$ cat config.mk
export PLATFORM = sky130hd
export DESIGN_NAME = inst_cache
export DESIGN_NICKNAME = d
export VERILOG_FILES = /design/src/rtl/inst_cache_pkg.sv /design/src/rtl/inst_cache_array.sv /design/src/rtl/inst_cache.sv
export SDC_FILE = /design/constraint.sdc
export NUM_CORES = 1
export LEC_CHECK = 0
export BUFFER_PORTS_ARGS = -buffer_cell sky130_fd_sc_hd__buf_2
export CAP_MARGIN = 20
export CELL_PAD_IN_SITES_DETAIL_PLACEMENT = 0
export CELL_PAD_IN_SITES_GLOBAL_PLACEMENT = 2
export CORE_MARGIN = 2
export CORE_UTILIZATION = 49
export DETAILED_ROUTE_END_ITERATION = 8
export PLACE_DENSITY = 0.85
export SLEW_MARGIN = 20
export SYNTH_ARGS = -nofsm -noshare
export SYNTH_HDL_FRONTEND = slang
export SYNTH_HIERARCHICAL = 1
export SYNTH_SLANG_ARGS = --single-unit
$ cat constraint.sdc
create_clock -name clk_in -period 17.5 [get_ports clk_in]
set_clock_uncertainty 0.05 [all_clocks]
set_input_delay 3.5 -clock clk_in [delete_from_list [all_inputs] [get_ports clk_in]]
set_output_delay 3.5 -clock clk_in [all_outputs]
set_load 0.005 [all_outputs]
$ cat src/rtl/inst_cache_pkg.sv
// rtl/inst_cache_pkg.sv - shared constants and state encoding for the instruction cache
package inst_cache_pkg;

   typedef enum logic {
      IDLE = 1'b0,
      MISS = 1'b1
   } icache_state_t;

   localparam int DEFAULT_INDEX_BITS = 4;
   localparam int WORD_BITS          = 32;

endpackage

$ cat src/rtl/inst_cache_array.sv
// rtl/inst_cache_array.sv - direct-mapped tag/data/valid storage, combinational read
module inst_cache_array
   import inst_cache_pkg::*;
#(
   parameter int INDEX_BITS = DEFAULT_INDEX_BITS,
   parameter int TAG_BITS   = 30 - INDEX_BITS
) (
   input  logic                  clk,
   input  logic                  clear,
   input  logic [INDEX_BITS-1:0] rd_index,
   output logic                  rd_valid,
   output logic [TAG_BITS-1:0]   rd_tag,
   output logic [WORD_BITS-1:0]  rd_data,
   input  logic                  wr_en,
   input  logic [INDEX_BITS-1:0] wr_index,
   input  logic [TAG_BITS-1:0]   wr_tag,
   input  logic [WORD_BITS-1:0]  wr_data
);

   localparam int LINES = 1 << INDEX_BITS;

   logic [LINES-1:0]     valid;
   logic [TAG_BITS-1:0]  tags [LINES];
   logic [WORD_BITS-1:0] data [LINES];

   // Only the valid bits are cleared; stale tag/data are masked by them.
   always_ff @(posedge clk) begin
      if (clear) begin
         valid <= '0;
      end else if (wr_en) begin
         valid[wr_index] <= 1'b1;
      end
   end

   always_ff @(posedge clk) begin
      if (wr_en) begin
         tags[wr_index] <= wr_tag;
         data[wr_index] <= wr_data;
      end
   end

   assign rd_valid = valid[rd_index];
   assign rd_tag   = tags[rd_index];
   assign rd_data  = data[rd_index];

endmodule

$ cat src/rtl/inst_cache.sv
// rtl/inst_cache.sv - blocking direct-mapped instruction cache with single-word refill
module inst_cache
   import inst_cache_pkg::*;
#(
   parameter int INDEX_BITS = DEFAULT_INDEX_BITS
) (
   input  logic                 clk_in,
   input  logic                 rst_in,
   input  logic                 rdy_in,
   input  logic                 rob_clear,
   input  logic                 fetch_valid,
   input  logic [WORD_BITS-1:0] fetch_pc,
   output logic                 fetch_ready,
   output logic [WORD_BITS-1:0] fetch_inst,
   output logic                 mem_valid,
   output logic [WORD_BITS-1:0] mem_addr,
   input  logic                 mem_ready,
   input  logic [WORD_BITS-1:0] mem_result
);

   localparam int TAG_BITS = 30 - INDEX_BITS;

   icache_state_t state, next_state;
   logic [WORD_BITS-1:0]  miss_addr;
   logic [INDEX_BITS-1:0] fetch_index, fill_index;
   logic [TAG_BITS-1:0]   fetch_tag, fill_tag, line_tag;
   logic                  line_valid;
   logic [WORD_BITS-1:0]  line_data;
   logic                  hit, fill;

   assign fetch_index = fetch_pc[INDEX_BITS+1:2];
   assign fetch_tag   = fetch_pc[WORD_BITS-1:INDEX_BITS+2];
   assign fill_index  = miss_addr[INDEX_BITS+1:2];
   assign fill_tag    = miss_addr[WORD_BITS-1:INDEX_BITS+2];

   // Outputs are gated by rst_in so they read zero while reset is held.
   assign hit  = rst_in && (state == IDLE) && fetch_valid && line_valid && (line_tag == fetch_tag);
   assign fill = rst_in && !rob_clear && rdy_in && (state == MISS) && mem_ready;

   inst_cache_array #(
      .INDEX_BITS (INDEX_BITS),
      .TAG_BITS   (TAG_BITS)
   ) u_array (
      .clk      (clk_in),
      .clear    (!rst_in),
      .rd_index (fetch_index),
      .rd_valid (line_valid),
      .rd_tag   (line_tag),
      .rd_data  (line_data),
      .wr_en    (fill),
      .wr_index (fill_index),
      .wr_tag   (fill_tag),
      .wr_data  (mem_result)
   );

   always_comb begin
      next_state  = state;
      fetch_ready = 1'b0;
      fetch_inst  = '0;
      mem_valid   = 1'b0;
      case (state)
         IDLE: begin
            if (hit) begin
               fetch_ready = 1'b1;
               fetch_inst  = line_data;
            end else if (fetch_valid) begin
               next_state = MISS;
            end
         end
         MISS: begin
            mem_valid = rst_in;
            if (mem_ready) begin
               next_state = IDLE;
            end
         end
      endcase
      // A flush beats a stall; a stall freezes the state machine.
      if (rob_clear) begin
         next_state = IDLE;
      end else if (!rdy_in) begin
         next_state = state;
      end
   end

   always_ff @(posedge clk_in) begin
      if (!rst_in) begin
         state     <= IDLE;
         miss_addr <= '0;
      end else begin
         state <= next_state;
         if ((state == IDLE) && (next_state == MISS)) begin
            miss_addr <= fetch_pc & ~32'h3;
         end
      end
   end

   assign mem_addr = miss_addr;

endmodule

# After elaboration in Yosys (flattened, before gate mapping)

Memories as Yosys holds them, arrays and structs flattened.
Index checks and enable logic that the tools add are counted.

Reduce and logical (&&, ||, !) cells: 11
Multiply operators: 0
Bitwise operators: 2
Shift-type cells: 0
$add $sub $neg: 0
Mux-type cells: 17
Magnitude comparators: 3
Eq/ne operators: 1
Div/mod/pow operators: 0

Operator list:

| kind               | number |
|---|---|
| $mux 32            | 2 |
| $eq 26x26->1       | 1 |
| $or 16x16->16      | 1 |
| $mux 1             | 12 |
| $logic_and 1x1->1  | 10 |
| $lt 4x5->1 const B | 2 |
| $bmux 1 s4         | 1 |
| $demux 1 s4        | 1 |
| $ge 4x1->1 const B | 1 |
| $pmux 1 s2         | 1 |
| $logic_not 1->1    | 1 |
| $not 1->1          | 1 |

Input bits: 70
Latch bits: 0
Bits in registers: 47
Logic and storage cells: 39
Memory bits (read-only): 0
Memories: 2
Memory bits (writable): 928

Memory list:

| name         | words | width | read ports | clocked after memory_dff | wr ports | line                   | text |
|---|---|---|---|---|---|---|---|
| u_array.data | 16    | 32    | 1          | 0                        | 1        | inst_cache_array.sv:24 | `logic [WORD_BITS-1:0] data [LINES];` |
| u_array.tags | 16    | 26    | 1          | 0                        | 1        | inst_cache_array.sv:23 | `logic [TAG_BITS-1:0] tags [LINES];` |

# Logic depth before layout (Yosys ltp)

Gate-level depths: netlist of the first run.

Depth in word-level cells: 10
Mapped depth: 12
Depth with buffers taken out: 8

# Cells and area by module

Netlist of the first run, hierarchy kept.

Modules (own cells, without submodules):

| module           | times used | area each (µm²) | sequential area each (µm²) | cells an instance |
|---|---|---|---|---|
| inst_cache_array | 1          | 35323.9         | 28187.0                    | 1506 |
| inst_cache       | 1          | 1844.3          | 620.6                      | 220 |

# Worst setup path before layout of the first run

Ideal clock, no wire load.

Path kind: input port to output port
From: input port fetch_pc[2]
To: output port fetch_inst[10]
Path slack: 8.100 ns
Data required time: 13.950 ns
Buffers on the path: 3
Stages on the path: 10
Data arrival time: 5.850 ns
Cell sequence: buf_2 > buf_2 > mux4_2 > a22oi_1 > nand2_1 > xnor2_1 > nand4_1 > nor4_4 > clkbuf_1 > and3_1

Elaborated cells on any way between the ends: 9
Classes of those cells: eq/ne (1); mux (4); reduce/logical (2); memory (2)

RTL lines:

| item              | line             | text |
|---|---|---|
| start, declared   | inst_cache.sv:12 | `input logic [WORD_BITS-1:0] fetch_pc,` |
| $mem_v2 16x26     | -                |  |
| via line_tag[5]   | inst_cache.sv:26 | `logic [TAG_BITS-1:0] fetch_tag, fill_tag, line_tag;` |
| $eq 26x26->1      | inst_cache.sv:37 | `assign hit = rst_in && (state == IDLE) && fetch_valid && line_valid && (line_tag == fetch_tag);` |
| $logic_and 1x1->1 | inst_cache.sv:37 |  |
| $mux 32           | inst_cache.sv:63 | `if (hit) begin` |
| $mux 32           | inst_cache.sv:61 | `case (state)` |
| end, declared     | inst_cache.sv:14 | `output logic [WORD_BITS-1:0] fetch_inst,` |

The timed path passes the listed nets, and every way through them passes these cells. The select of a mux whose other input is x is not followed.

# Worst setup path after layout of the first run

From: input port fetch_pc[3]
To: output port fetch_inst[1]

Same word-level chain as after synthesis.

==> flow_summary_export.csv, run 1 <==
group,metric,value,unit
outcome,status,"completed",
worst_setup_path,crit_fanout,102,
worst_setup_path,arrival,7.76,ns
clock_tree,tritoncts.num_buffers,96,
finish,nNetsFinal,1958,
logic_synthesis,synth.most_common_cell,"edfxtp_1",
logic_synthesis,syn_area,37200,um^2
clock_tree,cts.hold.buffers_added,0,
drt,drt_iter0_drc,1839,
worst_setup_path,slowest_stage,"buf_6",
power_and_ir_drop,p_leak,13.1,nW
clock_tree,post_cts_buffers,0,
grt,grt_usage,21.8,%
worst_setup_path,critPathLaunchType,"input port",
worst_setup_path,cp-end-kind,"output pin",
timing,slew_headroom,27.4,%
floorplanning,die_w,279,um
logic_synthesis,ys_ff_latch,975,
placement,dp_cells,2759,
grt,grt_pass1_wl,122000,um
clock_tree,cts_resized,0,
timing,fin_setup_tns,0,ns
floorplanning,initial_utilization,49.7,%
drt,drcViolationCount,0,
grt,grt_pass1_vias,18300,
worst_setup_path,worstReg2RegEnd,"u_array/data[4][10]",
logic_synthesis,yosys.area.top_type,"edfxtp_1",
worst_setup_path,cp_top_family,"buffers and inverters",
grt,grt_antenna_before_repair,8,
placement,gp_congestion,0.737,
logic_synthesis,synth-edff-count,928,
worst_setup_path,cp.required,13.95,ns
drt,drt_first_pass_iters,7,
clock_tree,cts_root_buf,"clkbuf_16",
timing,whs,0.420,ns
drt,dr_total_vias,18000,
power_and_ir_drop,p_per_area,114,nW/um^2
floorplanning,num_rows,100,
worst_setup_path,r2r_start,"state",
timing,hold_viol_final,0,
finish,drive_gt1_share,28.7,%
power_and_ir_drop,vdd.ir_drop.worst,0.0831,mV
worst_setup_path,max_stage_delay,0.77,ns
worst_hold_path,hold-path-cell-count,2,
worst_setup_path,criticalPathCategory,"in -> out",
clock_tree,insertion_delay,0.65,ns
logic_synthesis,yosysSeqAreaShare,77.5,%
drt,viasPerCell,6.13,
logic_synthesis,synth_top_cells_by_count,"edfxtp_1, mux4_2, nand2_1",
clock_tree,clock_sinks,975,
drt,wl_per_cell,28.7,um
drt,drt_wl_total,84300,um
drt,postRouteAntennaNets,0,
floorplanning,dieArea,78100,um^2
timing,fmax,0.0884,GHz
logic_synthesis,avgSynthCellArea,21.5,um^2
clock_tree,clkTransAtPathRegs,0.06,ns
worst_setup_path,crit_chain,"buf_8 -> buf_6 -> mux4_2 -> a22oi_1 -> nand2_1 -> xnor2_1 -> nand4_1 -> nor4_4 -> buf_4 -> and3_1 -> buf_2",
timing,final_max_slew_viol_count,0,
logic_synthesis,synth_warnings,6,
timing,rsz0062_at_grt,"no",
timing,setup-violations-final,0,
floorplanning,ios,136,
floorplanning,coreArea,74800,um^2
grt,grt_start_max_net_pins,103,
logic_synthesis,ys_types,34,
floorplanning,die_y,279,um
finish,area_delta_synth_final,13.4,%
logic_synthesis,yosysTopAreaCellShare,75.0,%
worst_hold_path,min_to,"u_array/valid[14]",
clock_tree,cts_tree,"built",
finish,nFillCells,5453,
timing,finalCriticalPeriod,11.31,ns
timing,worstMarginPinSlew,1.09,ns
logic_synthesis,async_flop_share,0,%
grt,grt_overflow_total,0,
placement,port_buffers,131,
worst_setup_path,r2r_slack,13.93,ns
clock_tree,htreeDepth,3,
worst_hold_path,min_path_type,"reg -> reg",
logic_synthesis,ys.flop_type,"edfxtp_1",
worst_setup_path,ff2ff_path_depth,5,
flow_run,cap_violations,0,
worst_setup_path,path_buf_inv,4,
timing,period_share,64.6,%
finish,finalNonFillerCells,2937,
logic_synthesis,netlist_instances,1726,
placement,dp_hpwl,41600,um
logic_synthesis,synth_area_leaders,"edfxtp_1, mux4_2, dfxtp_1",
worst_hold_path,hold_start,"u_array/valid[14]",
clock_tree,clockBufferDepth,3,
[cell families after synthesis]
logic type | after synthesis | synth area share (%)
mux | 266 | 15.1
flops | 975 | 77.5
xor+xnor | 26 | 0.613
buf+inv | 102 | 1.33
compound gates | 137 | 2.68
other cells | 1 | 0.0101
simple gates | 219 | 2.76
[state kept, by name (all words and copies together) (netlist names)]
| register | count |
|---|---|
| u_array/tags | 416 |
| u_array/data | 512 |
| u_array/valid | 16 |
| mem_addr | 30 |
| state | 1 |
[per-stage QoR]
stage	power, mW	utilization (%)	setup slack, ns	area [um^2]
after floorplan	2.72	-	8.10	37200
after global placement	2.79	52.1	5.85	39000
after detailed placement	2.79	52.1	5.84	39000
after CTS	4.83	56.3	5.82	42100
after global routing	4.93	56.3	5.90	42100
final	4.79	56.3	6.19	42200
[cells in the final DEF (no fill, tap or decap), types with 3 or more instances in the layout]
cell / Yosys / routed
nor2_4: 0 / 13
buf_4: 3 / 31
dfxtp_1: 47 / 47
clkinv_2: 0 / 17
nand3b_1: 4 / 4
nand4_1: 6 / 6
a31oi_1: 4 / 4
clkbuf_1: 55 / 17
nor2b_1: 5 / 3
nand2_1: 122 / 122
a21oi_1: 12 / 12
mux4_2: 236 / 236
diode_2: 0 / 4
clkinv_4: 0 / 3
xnor2_1: 26 / 26
nor3_2: 0 / 4
bufinv_16: 0 / 11
buf_2: 32 / 129
edfxtp_1: 928 / 928
and3_1: 34 / 34
nor2_1: 30 / 17
clkinv_1: 0 / 18
clkbuf_16: 0 / 99
mux2i_1: 30 / 30
a22oi_1: 118 / 118
clkbuf_8: 0 / 4
[per-layer routing]
layer,vias to the layer above,track usage [%],share of wire [%]
met3,153,4.31,8.2
li1,7530,-,-
met1,9542,30.5,40
met2,773,35.4,49
met4,10,5.90,2.5
met5,-,0,0.066
[how the worst max path moves through the flow]
stage | startpoint | depth (start not counted) | end
floorplan | fetch_pc[2] | 10 | fetch_inst[10]
global placement | fetch_pc[3] | 11 | fetch_inst[10]
detailed placement | fetch_pc[3] | 11 | fetch_inst[16]
CTS | fetch_pc[3] | 11 | fetch_inst[1]
global route | fetch_pc[2] | 11 | fetch_inst[1]
finish | fetch_pc[3] | 11 | fetch_inst[1]
[where the power goes]
part	leakage (nW)	internal (mW)	total, mW	switching (mW)
registers	8.26	2.55	2.56	0.0106
clock network	1.55	1.21	2.05	0.843
logic	3.33	0.0733	0.179	0.106
[cell type report]
| class | instances | area (um^2) | share of cell area (%) |
|---|---|---|---|
| Antenna cell | 4 | 10.0 | 0.0237 |
| Clock buffer | 120 | 2600 | 6.16 |
| Clock inverter | 54 | 568 | 1.35 |
| Inverter | 1 | 3.75 | 0.00891 |
| Multi-Input combinational cell | 650 | 8010 | 19.0 |
| Sequential cell | 975 | 28800 | 68.3 |
| Tap cell | 969 | 1210 | 2.88 |
| Timing Repair Buffer | 164 | 940 | 2.23 |
[worst reg2reg max path, delay by kind of cell, from the launching register on]
kind,cells,cell delay (ns)
buffers and inverters,1,0.85
DFF,1,0.37
and+or+nand+nor,4,1.87
(Power assumes the default switching activity.)
==> run 2, diff against run 1 <==
==> constraint.sdc (replaced) <==
create_clock -name clk_in -period 11.5 [get_ports clk_in]
set_clock_uncertainty 0.05 [all_clocks]
set_input_delay 2.3 -clock clk_in [delete_from_list [all_inputs] [get_ports clk_in]]
set_output_delay 2.3 -clock clk_in [all_outputs]
set_load 0.005 [all_outputs]
==> run 2 against run 1 <==
Sequential power up 52%; critical endpoint is now fetch_inst[16]; flip-flop and latch count stayed put; sequential share of layout area grew 0.14 points; routed wire length down 0.97%; utilization fell by 0.11 points; worst setup slack worse by 3.6 ns; total power is 49% higher; critical path depth up 1; count of clock-buffer cells in the layout up 10; first-iteration DRC count grew 1.6%; non-clock buffer count is 7 higher; largest cell class unchanged.
==> flow_summary_export.csv, run 2 (synthesized netlist as in run 1, its figures left out) <==
group,metric,value,unit
timing,fin_setup_tns,0,ns
outcome,status,"completed",
drt,viasPerCell,6.13,
timing,fmax,0.112,GHz
clock_tree,cts_root_buf,"clkbuf_16",
clock_tree,tritoncts.num_buffers,96,
clock_tree,clock_sinks,975,
floorplanning,initial_utilization,49.7,%
worst_setup_path,crit_chain,"buf_8 -> buf_12 -> buf_4 -> mux4_2 -> a22oi_1 -> nand2_1 -> xnor2_1 -> nand4_1 -> nor3_4 -> buf_4 -> and3_1 -> buf_2",
drt,drcViolationCount,0,
finish,final_util,56.2,%
grt,grt_pass1_wl,122000,um
worst_setup_path,cp-end-kind,"output pin",
power_and_ir_drop,p_per_area,169,nW/um^2
worst_hold_path,hold-path-cell-count,2,
floorplanning,ios,136,
grt,grt_start_max_net_pins,96,
clock_tree,clkTransAtPathRegs,0.05,ns
finish,largest-register,"u_array/data",
flow_run,cap_violations,0,
power_and_ir_drop,p_leak,13.1,nW
timing,slew_headroom,26.8,%
drt,drt_wl_total,83500,um
timing,hold_viol_final,0,
worst_setup_path,crit_fanout,78,
finish,largest_reg_flops,512,
worst_setup_path,r2r_slack,8.07,ns
timing,finalCriticalPeriod,8.90,ns
placement,dp_hpwl,41900,um
worst_setup_path,cp_common_cell,"buf_4",
worst_setup_path,cp.required,9.15,ns
power_and_ir_drop,fin_total_pwr,7.12,mW
worst_hold_path,min_path_type,"reg -> reg",
grt,grt_antenna_before_repair,7,
worst_setup_path,endpoint,"fetch_inst[16]",
clock_tree,post_cts_buffers,0,
worst_setup_path,crit_cells,12,
clock_tree,insertion_delay,0.65,ns
drt,drt_iter0_drc,1868,
clock_tree,cts_resized,0,
power_and_ir_drop,vdd.ir_drop.worst,0.131,mV
finish,nFillCells,5473,
finish,layout_common_cells,"edfxtp_1, mux4_2, buf_2, nand2_1, a22oi_1",
drt,drt_first_pass_iters,6,
worst_setup_path,crit_start,"fetch_pc[2]",
floorplanning,die_y,279,um
drt,postRouteAntennaNets,0,
clock_tree,cts_tree,"built",
placement,port_buffers,131,
timing,setup-violations-final,0,
worst_setup_path,r2r_start,"u_array/tags[11][21]",
grt,grt_overflow_total,0,
placement,gp_congestion,0.715,
worst_setup_path,path_buf_inv,5,
worst_setup_path,critPathLaunchType,"input port",
finish,finalNonFillerCells,2943,
worst_setup_path,worstReg2RegEnd,"mem_addr[11]",
floorplanning,coreArea,74800,um^2
worst_setup_path,slowest_stage,"buf_8",
floorplanning,die_w,279,um
timing,final_max_slew_viol_count,0,
drt,wl_per_cell,28.4,um
worst_setup_path,ff2ff_path_depth,9,
finish,drive_gt1_share,28.5,%
finish,area_delta_synth_final,13.2,%
timing,period_share,77.4,%
clock_tree,htreeDepth,3,
worst_setup_path,arrival,6.55,ns
floorplanning,num_rows,100,
finish,nNetsFinal,1965,
timing,worstMarginPinSlew,1.10,ns
timing,rsz0062_at_grt,"no",
finish,final_common_cell,"edfxtp_1",
timing,whs,0.417,ns
floorplanning,dieArea,78100,um^2
worst_setup_path,max_stage_delay,0.65,ns
drt,dr_total_vias,18000,
placement,dp_cells,2763,
worst_setup_path,criticalPathCategory,"in -> out",
grt,grt_usage,21.7,%
clock_tree,cts.hold.buffers_added,0,
clock_tree,clockBufferDepth,3,
grt,grt_pass1_vias,18300,
worst_setup_path,cp_top_family,"buffers and inverters",
[run 2: changes by cell type in the layout (fill, tap and decap cells not counted), sizes merged]
| cell | before | now |
|---|---|---|
| clkbuf | 120 | 130 |
| buf | 164 | 171 |
| bufinv | 11 | 4 |
| clkinv | 40 | 37 |
| diode | 4 | 1 |
| inv | 2 | 4 |
[run 2: how the worst min path moves through the flow]
stage	from	to	slack, ns
floorplan	u_array/valid[2]	u_array/valid[2]	0.38
global placement	u_array/valid[12]	u_array/valid[12]	0.39
detailed placement	u_array/valid[9]	u_array/valid[9]	0.41
CTS	u_array/valid[9]	u_array/valid[9]	0.42
global route	u_array/valid[7]	u_array/valid[7]	0.45
finish	u_array/valid[13]	u_array/valid[13]	0.42
[run 2: through the flow]
stage,instance area (um^2),setup WS (ns)
floorplan,37200,3.64
global placement,39000,2.49
detailed placement,39000,2.46
CTS,42000,2.44
global route,42100,2.13
finish,42100,2.60
[run 2: final cells by class]
class,count,area [um^2],area share [%]
Clock buffer,130,2620,6.23
Antenna cell,1,2.50,0.00595
Inverter,1,3.75,0.00892
Clock inverter,46,347,0.824
Multi-Input combinational cell,650,8010,19.0
Tap cell,969,1210,2.88
Timing Repair Buffer,171,1060,2.52
Sequential cell,975,28800,68.5
[run 2: layer usage]
layer | GRT usage (%) | vias to the layer above | part of all wire [%]
met2 | 34.7 | 783 | 49
met4 | 5.31 | 12 | 1.9
met5 | 0 | - | 0.10
met1 | 30.8 | 9575 | 41
met3 | 4.70 | 120 | 8.3
li1 | - | 7545 | -
[run 2: power breakdown]
group          switching, mW  internal [mW]
Combinational          0.160          0.113
Sequential            0.0162           3.88
Clock                   1.27           1.69
[run 2: tightest hold or removal path: stages (launching register included)]
cell     delay [ns]
dfxtp_1        0.32
a31oi_1        0.04
nor2_1         0.07
